<file path="config.mk">
export PLATFORM = sky130hd
export DESIGN_NAME = mem_bus_arbiter
export DESIGN_NICKNAME = d
export VERILOG_FILES = /design/src/rtl/mem_bus_arbiter.sv
export SDC_FILE = /design/constraint.sdc
export NUM_CORES = 1
export LEC_CHECK = 0
export BUFFER_PORTS_ARGS = -buffer_cell sky130_fd_sc_hd__buf_2
export CORE_AREA = 2 2 119 121
export CTS_BUF_LIST = sky130_fd_sc_hd__clkbuf_2
export DETAILED_ROUTE_END_ITERATION = 6
export DIE_AREA = 0 0 121 123
export HOLD_SLACK_MARGIN = 0.1
export PLACE_DENSITY = 0.46
export SYNTH_ARGS = -nofsm -noshare
export SYNTH_HDL_FRONTEND = slang
export SYNTH_SLANG_ARGS = --single-unit
</file>
<file path="constraint.sdc">
create_clock -name clk -period 1.9 [get_ports clk]
set_clock_uncertainty 0.1 [all_clocks]
set_input_delay 0.38 -clock clk [delete_from_list [all_inputs] [get_ports clk]]
set_output_delay 0.38 -clock clk [all_outputs]
set_load 0.01 [all_outputs]
</file>
<file path="src/rtl/mem_bus_arbiter.sv">
// Two-master round-robin arbiter for the picorv32 native memory bus; one grant per transfer.
// Optional transfer timeout with DEADBEEF completion and bus_err pulse: define ARB_TIMEOUT_EN.
module mem_bus_arbiter #(
    parameter int unsigned TIMEOUT  = 1024,
    parameter int unsigned TO_WIDTH = 10
) (
    input  logic        clk,
    input  logic        rst_n,
    input  logic        m0_mem_valid,
    output logic        m0_mem_ready,
    input  logic [31:0] m0_mem_addr,
    input  logic [31:0] m0_mem_wdata,
    input  logic [3:0]  m0_mem_wstrb,
    output logic [31:0] m0_mem_rdata,
    input  logic        m1_mem_valid,
    output logic        m1_mem_ready,
    input  logic [31:0] m1_mem_addr,
    input  logic [31:0] m1_mem_wdata,
    input  logic [3:0]  m1_mem_wstrb,
    output logic [31:0] m1_mem_rdata,
    output logic        s_mem_valid,
    input  logic        s_mem_ready,
    output logic [31:0] s_mem_addr,
    output logic [31:0] s_mem_wdata,
    output logic [3:0]  s_mem_wstrb,
    input  logic [31:0] s_mem_rdata,
    output logic        bus_err
);

    localparam int unsigned DW = 32;
    localparam logic [DW-1:0] TO_RDATA = 32'hDEAD_BEEF;

    if (TIMEOUT < 2 || (64'(1) << TO_WIDTH) < 64'(TIMEOUT)) begin : g_bad_cfg
        $error("mem_bus_arbiter: TIMEOUT must be >= 2 and fit in TO_WIDTH bits");
    end

    typedef enum logic [1:0] {
        IDLE = 2'd0,
        GNT0 = 2'd1,
        GNT1 = 2'd2
    } state_t;

    state_t state_q, state_d;
    logic   last_q, last_d;

    logic sel_c;
    logic grant_c;
    logic req_c;
    logic to_fire_c;
    logic done_c;

    // Selected master's request; only meaningful while a grant is held
    always_comb begin
        sel_c   = (state_q == GNT1);
        grant_c = (state_q == GNT0) || (state_q == GNT1);
        req_c   = grant_c && (sel_c ? m1_mem_valid : m0_mem_valid);
    end

`ifdef ARB_TIMEOUT_EN
    logic [TO_WIDTH-1:0] cnt_q, cnt_d;

    // Expiry only when the slave has not answered in the same cycle
    always_comb begin
        to_fire_c = req_c && !s_mem_ready && (cnt_q == TO_WIDTH'(TIMEOUT - 1));
    end

    always_comb begin
        cnt_d = cnt_q;
        if (!grant_c) begin
            cnt_d = '0;
        end else if (!done_c) begin
            cnt_d = cnt_q + TO_WIDTH'(1);
        end
    end

    always_ff @(posedge clk or negedge rst_n) begin
        if (!rst_n) begin
            cnt_q <= '0;
        end else begin
            cnt_q <= cnt_d;
        end
    end
`else
    always_comb begin
        to_fire_c = 1'b0;
    end
`endif

    always_comb begin
        done_c = (req_c && s_mem_ready) || to_fire_c;
    end

    always_ff @(posedge clk or negedge rst_n) begin
        if (!rst_n) begin
            state_q <= IDLE;
            last_q  <= 1'b1;
        end else begin
            state_q <= state_d;
            last_q  <= last_d;
        end
    end

    // Arbitration: on a tie the master that was not served last wins
    always_comb begin
        state_d = state_q;
        last_d  = last_q;
        unique case (state_q)
            IDLE: begin
                if (m0_mem_valid && m1_mem_valid) begin
                    state_d = last_q ? GNT0 : GNT1;
                end else if (m0_mem_valid) begin
                    state_d = GNT0;
                end else if (m1_mem_valid) begin
                    state_d = GNT1;
                end
            end
            GNT0, GNT1: begin
                if (!req_c) begin
                    state_d = IDLE;
                end else if (done_c) begin
                    state_d = IDLE;
                    last_d  = sel_c;
                end
            end
            default: state_d = IDLE;
        endcase
    end

    always_comb begin
        s_mem_valid  = 1'b0;
        s_mem_addr   = '0;
        s_mem_wdata  = '0;
        s_mem_wstrb  = '0;
        m0_mem_ready = 1'b0;
        m0_mem_rdata = '0;
        m1_mem_ready = 1'b0;
        m1_mem_rdata = '0;
        bus_err      = to_fire_c;
        if (grant_c) begin
            s_mem_valid = req_c && !to_fire_c;
            s_mem_addr  = sel_c ? m1_mem_addr  : m0_mem_addr;
            s_mem_wdata = sel_c ? m1_mem_wdata : m0_mem_wdata;
            s_mem_wstrb = sel_c ? m1_mem_wstrb : m0_mem_wstrb;
        end
        if (done_c) begin
            if (sel_c) begin
                m1_mem_ready = 1'b1;
                m1_mem_rdata = to_fire_c ? TO_RDATA : s_mem_rdata;
            end else begin
                m0_mem_ready = 1'b1;
                m0_mem_rdata = to_fire_c ? TO_RDATA : s_mem_rdata;
            end
        end
    end

endmodule
</file>
* Word-level counts from Yosys, hierarchy flattened *
Cells that the tools add are included.

cells by class
  eq/ne operators = 4
  multiplexer cells = 23
  reductions and logical operators = 8

operators by type and width
  cell                                                                   count
  32-bit 2-to-1 mux                                                      8
  2-bit 2-to-1 mux                                                       6
  4-bit 2-to-1 mux                                                       2
  1-bit 2-to-1 mux                                                       6
  4-bit inequality test, second input constant                           1
  2-bit one-hot mux with 2 select lines                                  1
  1-bit logical AND                                                      3
  3-bit inequality test, second input constant                           1
  3-bit AND reduction                                                    1
  2-bit by 1-bit equality test with 1-bit output, second input constant  1
  2-bit equality test, second input constant                             1
  2-bit logical NOT                                                      1
  2-bit AND reduction                                                    1
  2-bit OR reduction                                                     1
  1-bit logical OR                                                       1

word-level totals
  bits in registers = 3
  input bits = 173
  output and inout bits = 136
  logic and storage cells = 37

* Depth between registers and ports, before layout *
Gate-level depths: netlist (run 1).

  depth after elaboration = 7
  mapped depth = 7

* Least setup slack after synthesis (run 1) *
Ideal clock, no wire load.

  kind = register -> output
  start = register state_q[1]
  end = output port m0_mem_rdata[10]
  arrival = 1.403 ns
  path slack = 0.017 ns
  cell stages (with the launch flop) = 8
  buffers on the path = 2
  cells stage by stage = dfrtp_1 -> inv_1 -> ha_1 -> buf_4 -> nand3_1 -> nor2_2 -> clkbuf_1 -> and2_1

on the way
  longest elaborated chain between the ends = 5
  elaborated cells on any way between the ends = 8

RTL lines
  what                                                                                   RTL line  source
  start: declaration                                                                     43        state_t state_q, state_d;
  start signal: assignment                                                               98        state_q <= state_d;
  2-bit equality test or 2-bit by 1-bit equality test with 1-bit output (tied branches)  54, 55
  1-bit 2-to-1 mux or 1-bit logical OR (tied branches)                                   56, 55
  1-bit logical AND                                                                      56        req_c = grant_c && (sel_c ? m1_mem_valid : m0_mem_valid);
  1-bit logical AND                                                                      90        done_c = (req_c && s_mem_ready) || to_fire_c;
  32-bit 2-to-1 mux (*)                                                                  145       if (done_c) begin
  end: declaration                                                                       14        output logic [31:0] m0_mem_rdata,

Mark *: on every way between the ends. The rest lies on a longest branch, timed or not.

* Final worst setup path (run 1) *
  start = register state_q[1]
  end = output port s_mem_wdata[8]

on the way
  longest elaborated chain between the ends = 3
  elaborated cells on any way between the ends = 5

RTL lines
  what                                                   RTL line  source
  2-bit equality test (*)                                54        sel_c = (state_q == GNT1);
  net sel_c                                              46        logic sel_c;
  32-bit 2-to-1 mux or 1-bit logical OR (tied branches)  142, 55
  32-bit 2-to-1 mux (*)                                  139       if (grant_c) begin
  end: declaration                                       24        output logic [31:0] s_mem_wdata,

The timed path passes the listed nets; every way through them passes the cells marked *.

==> results.yml, run 1 <==
grt:
  antenna_found_initial: 2
  maximum_number_of_pins_on_one_net_before_global_route_repair: 34
  track_usage: 0.113
  grt_overflow_total: 0
  first_pass_grt_wire_length_microns: 13300
  first_global_vias: 2781
synth:
  main_combinational_cell_family_by_area_after_synthesis: "simple AND/OR/NAND/NOR gates"
  yosysTopAreaCell: "mux2i_1"
  post_synth_main_area_contributors: "mux2i_1 38%, nor2b_1 23%, and2_1 22%, dfrtp_1 2.7%, buf_2 1.9%"
  synthSimpleGateAreaFrac: 0.472
  synth_fp_nets: 422
  synth_adder_area_share: 0.0135
  synthDominantCellAreaShare: 0.377
  mappedNetlistArea_sq_um: 1860
  postSynthAreaPerCell_sq_um: 7.53
  netlist_instances: 247
  synthXorXnorAreaFrac: 0
  ys_seq_elements: 3
  synth_compound_gate_area_share: 0.0182
  netlist-cell-type-count: 23
  synth.mux.area_fraction: 0.383
  yosys_warnings: 0
  synth-seq-area-share: 0.0410
finish:
  nNetsFinal: 746
  area_growth_syn_to_layout_pct: 133
  drive_gt1_frac: 0.654
power:
  standby_leakage_power_uw: 0.00246
  total_power_uw: 6280
  power_density_nw_per_um2: 1450
  irDropWorstVdd_uv: 532
setup_path:
  endpoint_kind: "output pin"
  path_cells: "buf_6 > ha_4 > buf_4 > clkbuf_16 > mux2i_1 > nor2b_1 > buf_2"
  worstPathRequired_ps: 1420
  path_class: "reg -> out"
  worstPathMaxFanout: 8
  critical_path.max_stage_delay_ps: 400
  startpoint_type: "flop"
  critical_path_arrival_ps: 1640
  cp_max_stage_cell: "dfrtp_1"
placed_design:
  port_buffers: 307
  hpwl_microns: 7420
  place_worst_setup_slack_ps: -80.7
  gpl.final_weighted_congestion: 0.720
drt:
  vias: 2923
  routedWlPerCell_microns: 13.4
  vias_per_cell: 3.88
  postRouteWirelength_microns: 10100
  drtIter0Drc: 36
  dr_drc_count: 0
  drt_pre_antenna_iters: 4
  drt.antenna.violating_nets: 0
floorplanning:
  die_area_sq_um: 14900
  die_w_microns: 121
  core_region_area_sq_um: 13600
  initial_core_util: 0.137
  io-pin-count: 309
  dieHeight_microns: 123
  placement_rows: 43
hold_path:
  min-delay-path-class: "in -> async"
timing:
  period_utilisation_layout: 1.11
  fmax_ghz: 0.472
  finalMaxSlewViolations: 0
  final.setup.tns_ps: -23390
  finalWorstSetupSlack_ps: -218
  fin_crit_ps: 2120
  grt_setup_unrepaired: "true"
  hold_viol: 0
  finalSetupViolCount: 136
status:
  failed_checks: "setup timing"
  status: "complete, but fails checks"
clock_network:
  worst_setup_hold_path_clk_slew_ps: 40
  total_number_of_clock_tree_sinks: 3
  cts-buffers-inserted: 3
  tritoncts: "built"
  clk-insertion-delay-late_ps: 200
  cts_htree_levels: 1
  clk_root_buffer_cell: "clkbuf_2"
  cts-root-to-sink-buffers: 2
job:
  timing.max_cap.violations: 0
-- sequential cells by signal, summed over array words and instances, names as in the netlist --
| register | flops |
|---|---|
| last_q | 1 |
| state_q | 2 |
-- per-layer routing --
metal	up-vias	track usage	wire, microns
li1	1456	-	-
met1	1283	0.110	3500
met2	184	0.246	5620
met3	0	0.0240	944
met4	0	0.00872	0
met5	-	0	0
-- final cells by class --
cell class	instances	area [sq um]
antenna	3	7.51
clock buffer	4	20.0
fill	1456	9280
inverter	2	7.51
multi-input combinational	219	1830
sequential	3	76.3
tap	180	225
timing repair buffer	342	2160
-- power by group --
group	internal, uW	switching, uW
clock	55.6	34.4
combinational	3410	2670
sequential	92.7	17.8
total	3550	2720
-- placed cells by master (no fill, tap or decap), drive strengths merged --
master and instances:
mux2 1, buf 339, a21boi 1, clkbuf 6, ha 2, diode 3
nand2b 2, and4 1, dfrtp 2, mux2i 70, dfstp 1, a2bb2oi 1
nor2 3, a21oi 1, and2 64, nor2b 69, a31oi 1, conb 1
inv 2, nand3 2, dlygate4sd3 1
-- metrics by stage --
step | utilization | cells | hold WS, ps | cell area, sq um
finish | 0.318 | 753 | 430 | 4330
detailed placement | 0.274 | 729 | 82.7 | 3730
global route | 0.318 | 752 | 419 | 4330
floorplan | - | 247 | -15.6 | 1860
global placement | 0.274 | 729 | 76.8 | 3730
CTS | 0.304 | 746 | 399 | 4140
-- synthesized netlist by cell type (all sizes together) --
master	n
a2bb2oi	1
mux2	1
inv	2
nor2	3
ha	2
a21oi	1
dfstp	1
and4	1
buf	12
and2	64
a31oi	1
mux2i	70
nor2b	69
nand2b	2
dfrtp	2
nand3	2
conb	1
a21boi	1
clkbuf	11
-- cell families (layout without fill, tap and decap cells) --
family | count (synthesis) | count (layout)
compound gates | 4 | 4
buf+inv | 25 | 348
simple gates | 141 | 141
mux | 71 | 71
fa+ha+maj | 2 | 2
other cells | 1 | 4
flops | 3 | 3
-- worst paths after layout --
path	startpoint	to	slack, ps	cells past startpoint
hold reg to reg	last_q$_DFFE_PN1P_	last_q$_DFFE_PN1P_	440	2
setup reg to reg	state_q[1]$_DFFE_PN0P_	state_q[1]$_DFFE_PN0P_	-30	7
hold / removal	rst_n	state_q[1]$_DFFE_PN0P_	430	2
min in group clk	s_mem_ready	last_q$_DFFE_PN1P_	430	3
max in group asynchronous	rst_n	last_q$_DFFE_PN1P_	1070	2
setup / recovery	state_q[1]$_DFFE_PN0P_	s_mem_wdata[8]	-220	7
-- timing repair --
action / CTS / global route
gates resized for setup: 38 / 28
hold endpoints to repair: 3 / 0
hold buffers: 1 / 0
gates cloned: 6 / 3
endpoints found under the setup margin: 135 / 135
setup buffers: 6 / 3
pin swaps: 0 / 1
-- critical path, delay by kind of cell (launching register included) --
kind | cells | cell delay, ps
flops | 1 | 400
mux | 1 | 120
simple gates | 1 | 110
buf+inv | 4 | 620
fa+ha+maj | 1 | 180
No activity file was read; power rests on OpenSTA's default activity.
==> run 2, diff against run 1 <==
clock period = 2.4 ns   (was 1.9 ns; I/O delays follow)
==> run 2 against run 1 <==
Effect of this change:
- hold slack better by 44 ps
- count of clock-buffer cells in the layout unchanged
- the flow now finishes without violations
- utilization down 4.6 points
- cell area down 14%
==> results.yml, run 2 (synthesized netlist as in run 1, its figures left out) <==
floorplanning:
  io-pin-count: 309
  dieHeight_microns: 123
  placement_rows: 43
  core_region_area_sq_um: 13600
  initial_core_util: 0.137
  die_w_microns: 121
  die_area_sq_um: 14900
finish:
  largestRegisters: "state_q: 2 flops, last_q: 1 flops"
  layout_commonest_cell: "buf_2"
  nNetsFinal: 723
  fillers: 1525
  layout.cells.most_common_list: "307 x buf_2, 70 x mux2i_1, 69 x nor2b_1, 64 x and2_1, 6 x buf_4"
  drive_gt1_frac: 0.598
  area_growth_syn_to_layout_pct: 99.3
  max_flop_register: "state_q"
  largest_register_ffs: 2
clock_network:
  clk_root_buffer_cell: "clkbuf_2"
  worst_setup_hold_path_clk_slew_ps: 40
  tritoncts: "built"
  cts-root-to-sink-buffers: 2
  clk-insertion-delay-late_ps: 200
  cts-buffers-inserted: 3
  total_number_of_clock_tree_sinks: 3
  cts_htree_levels: 1
setup_path:
  endpoint_kind: "output pin"
  cp_max_stage_cell: "ha_2"
  path_class: "reg -> out"
  startpoint_type: "flop"
  path_cells: "inv_1 > ha_2 > nand3_1 > nor2_2 > buf_8 > and2_1 > buf_2"
  r2r-start: "state_q[0]$_DFFE_PN0P_"
  worstRegToRegCells: 6
  worstPathMaxFanout: 33
  critical_path.max_stage_delay_ps: 360
  reg2reg_to: "state_q[1]$_DFFE_PN0P_"
  worstPathRequired_ps: 1820
  critical_path_arrival_ps: 1680
  regToRegSetupSlack_ps: 500
drt:
  drt_pre_antenna_iters: 4
  postRouteWirelength_microns: 8510
  vias: 2753
  drtIter0Drc: 26
  vias_per_cell: 3.78
  routedWlPerCell_microns: 11.7
  drt.antenna.violating_nets: 0
  dr_drc_count: 0
timing:
  finalWorstSetupSlack_ps: 142
  fmax_ghz: 0.443
  finalMaxSlewViolations: 0
  final.setup.tns_ps: 0
  period_utilisation_layout: 0.941
  hold_viol: 0
  fin_crit_ps: 2260
  grt_setup_unrepaired: "false"
  finalSetupViolCount: 0
placed_design:
  port_buffers: 307
  hpwl_microns: 7250
  gpl.final_weighted_congestion: 0.727
  place_worst_setup_slack_ps: 208
job:
  timing.max_cap.violations: 0
grt:
  track_usage: 0.0986
  grtUsageMet2: 0.206
  antenna_found_initial: 1
  grtUsageMet3: 0.0194
  first_pass_grt_wire_length_microns: 11700
  grt.met1_usage: 0.103
  first_global_vias: 2436
  grt_overflow_total: 0
  maximum_number_of_pins_on_one_net_before_global_route_repair: 38
  busiest_layer_in_global_routing: "met2"
hold_path:
  holdPathStages: 2
  min-delay-path-class: "reg -> reg"
  min_to: "last_q$_DFFE_PN1P_"
  worstHoldStart: "last_q$_DFFE_PN1P_"
power:
  total_power_uw: 3570
  irDropWorstVdd_uv: 403
  power_density_nw_per_um2: 963
  standby_leakage_power_uw: 0.00223
status:
  status: "complete, no violations"
## run 2: cell count changes in the layout (fill, tap and decap cells not counted), moves of 3 or more
cell	previous run	this run
buf_6	13	0
buf_12	13	2
mux2i_1	60	70
nor2b_1	62	69
buf_2	301	307
mux2i_4	6	0
buf_16	5	1
mux2i_2	4	0
nor2b_2	4	0
nor2b_4	3	0
## run 2: final cells by class
type	count	area [sq um]	area share
Timing Repair Buffer	319	1710	0.461
Inverter	2	7.51	0.00203
Tap cell	180	225	0.0608
Multi-Input combinational cell	219	1670	0.450
Clock buffer	4	20.0	0.00540
Sequential cell	3	76.3	0.0206
Antenna cell	1	2.50	0.000675
## run 2: worst max-delay path by stage
stage / from / slack (ps) / to
finish: state_q[0]$_DFFE_PN0P_ / 140 / m0_mem_rdata[11]
global route: state_q[0]$_DFFE_PN0P_ / 2 / s_mem_addr[19]
CTS: state_q[1]$_DFFE_PN0P_ / 1 / m1_mem_rdata[27]
detailed placement: state_q[0]$_DFFE_PN0P_ / 210 / s_mem_wdata[30]
global placement: state_q[0]$_DFFE_PN0P_ / 240 / s_mem_addr[11]
floorplan: state_q[1]$_DFFE_PN0P_ / 420 / m0_mem_rdata[10]
## run 2: where the power goes
part	internal [uW]	total, uW	switching, uW
Clock	43.9	68.5	24.5
Sequential	73.4	82.4	9.01
Combinational	1720	3420	1700
Total	1830	3570	1730
## run 2: what timing repair did
| item | 4_1_cts | 5_1_grt |
|---|---|---|
| hold buffers | 1 | 0 |
| setup endpoints to repair | 5 | 89 |
| gates resized for setup | 2 | 4 |
| endpoints found under the hold margin | 2 | 0 |
| pin swaps | 0 | 1 |
| cloned | 1 | 0 |
| setup buffers | 0 | 3 |
## run 2: layer usage
metal,routed length [microns],up-vias
met5,0,-
met4,8,0
met3,864,2
met2,4550,182
met1,3090,1167
li1,-,1402
## run 2: critical path: cells and delay by family (launching register included)
kind                     cells  cell delay (ps)
buffers and inverters        3              400
AND/OR/NAND/NOR              3              400
flip-flops                   1              310
adder cells (fa/ha/maj)      1              360
## run 2: metrics by stage
step,instance area [sq um],util,instances,hold slack (ps)
finish,3700,0.272,728,474
CTS,3660,0.269,724,481
global placement,3590,0.264,718,177
floorplan,1860,-,247,84.4
detailed placement,3590,0.264,718,185
global route,3700,0.272,727,496
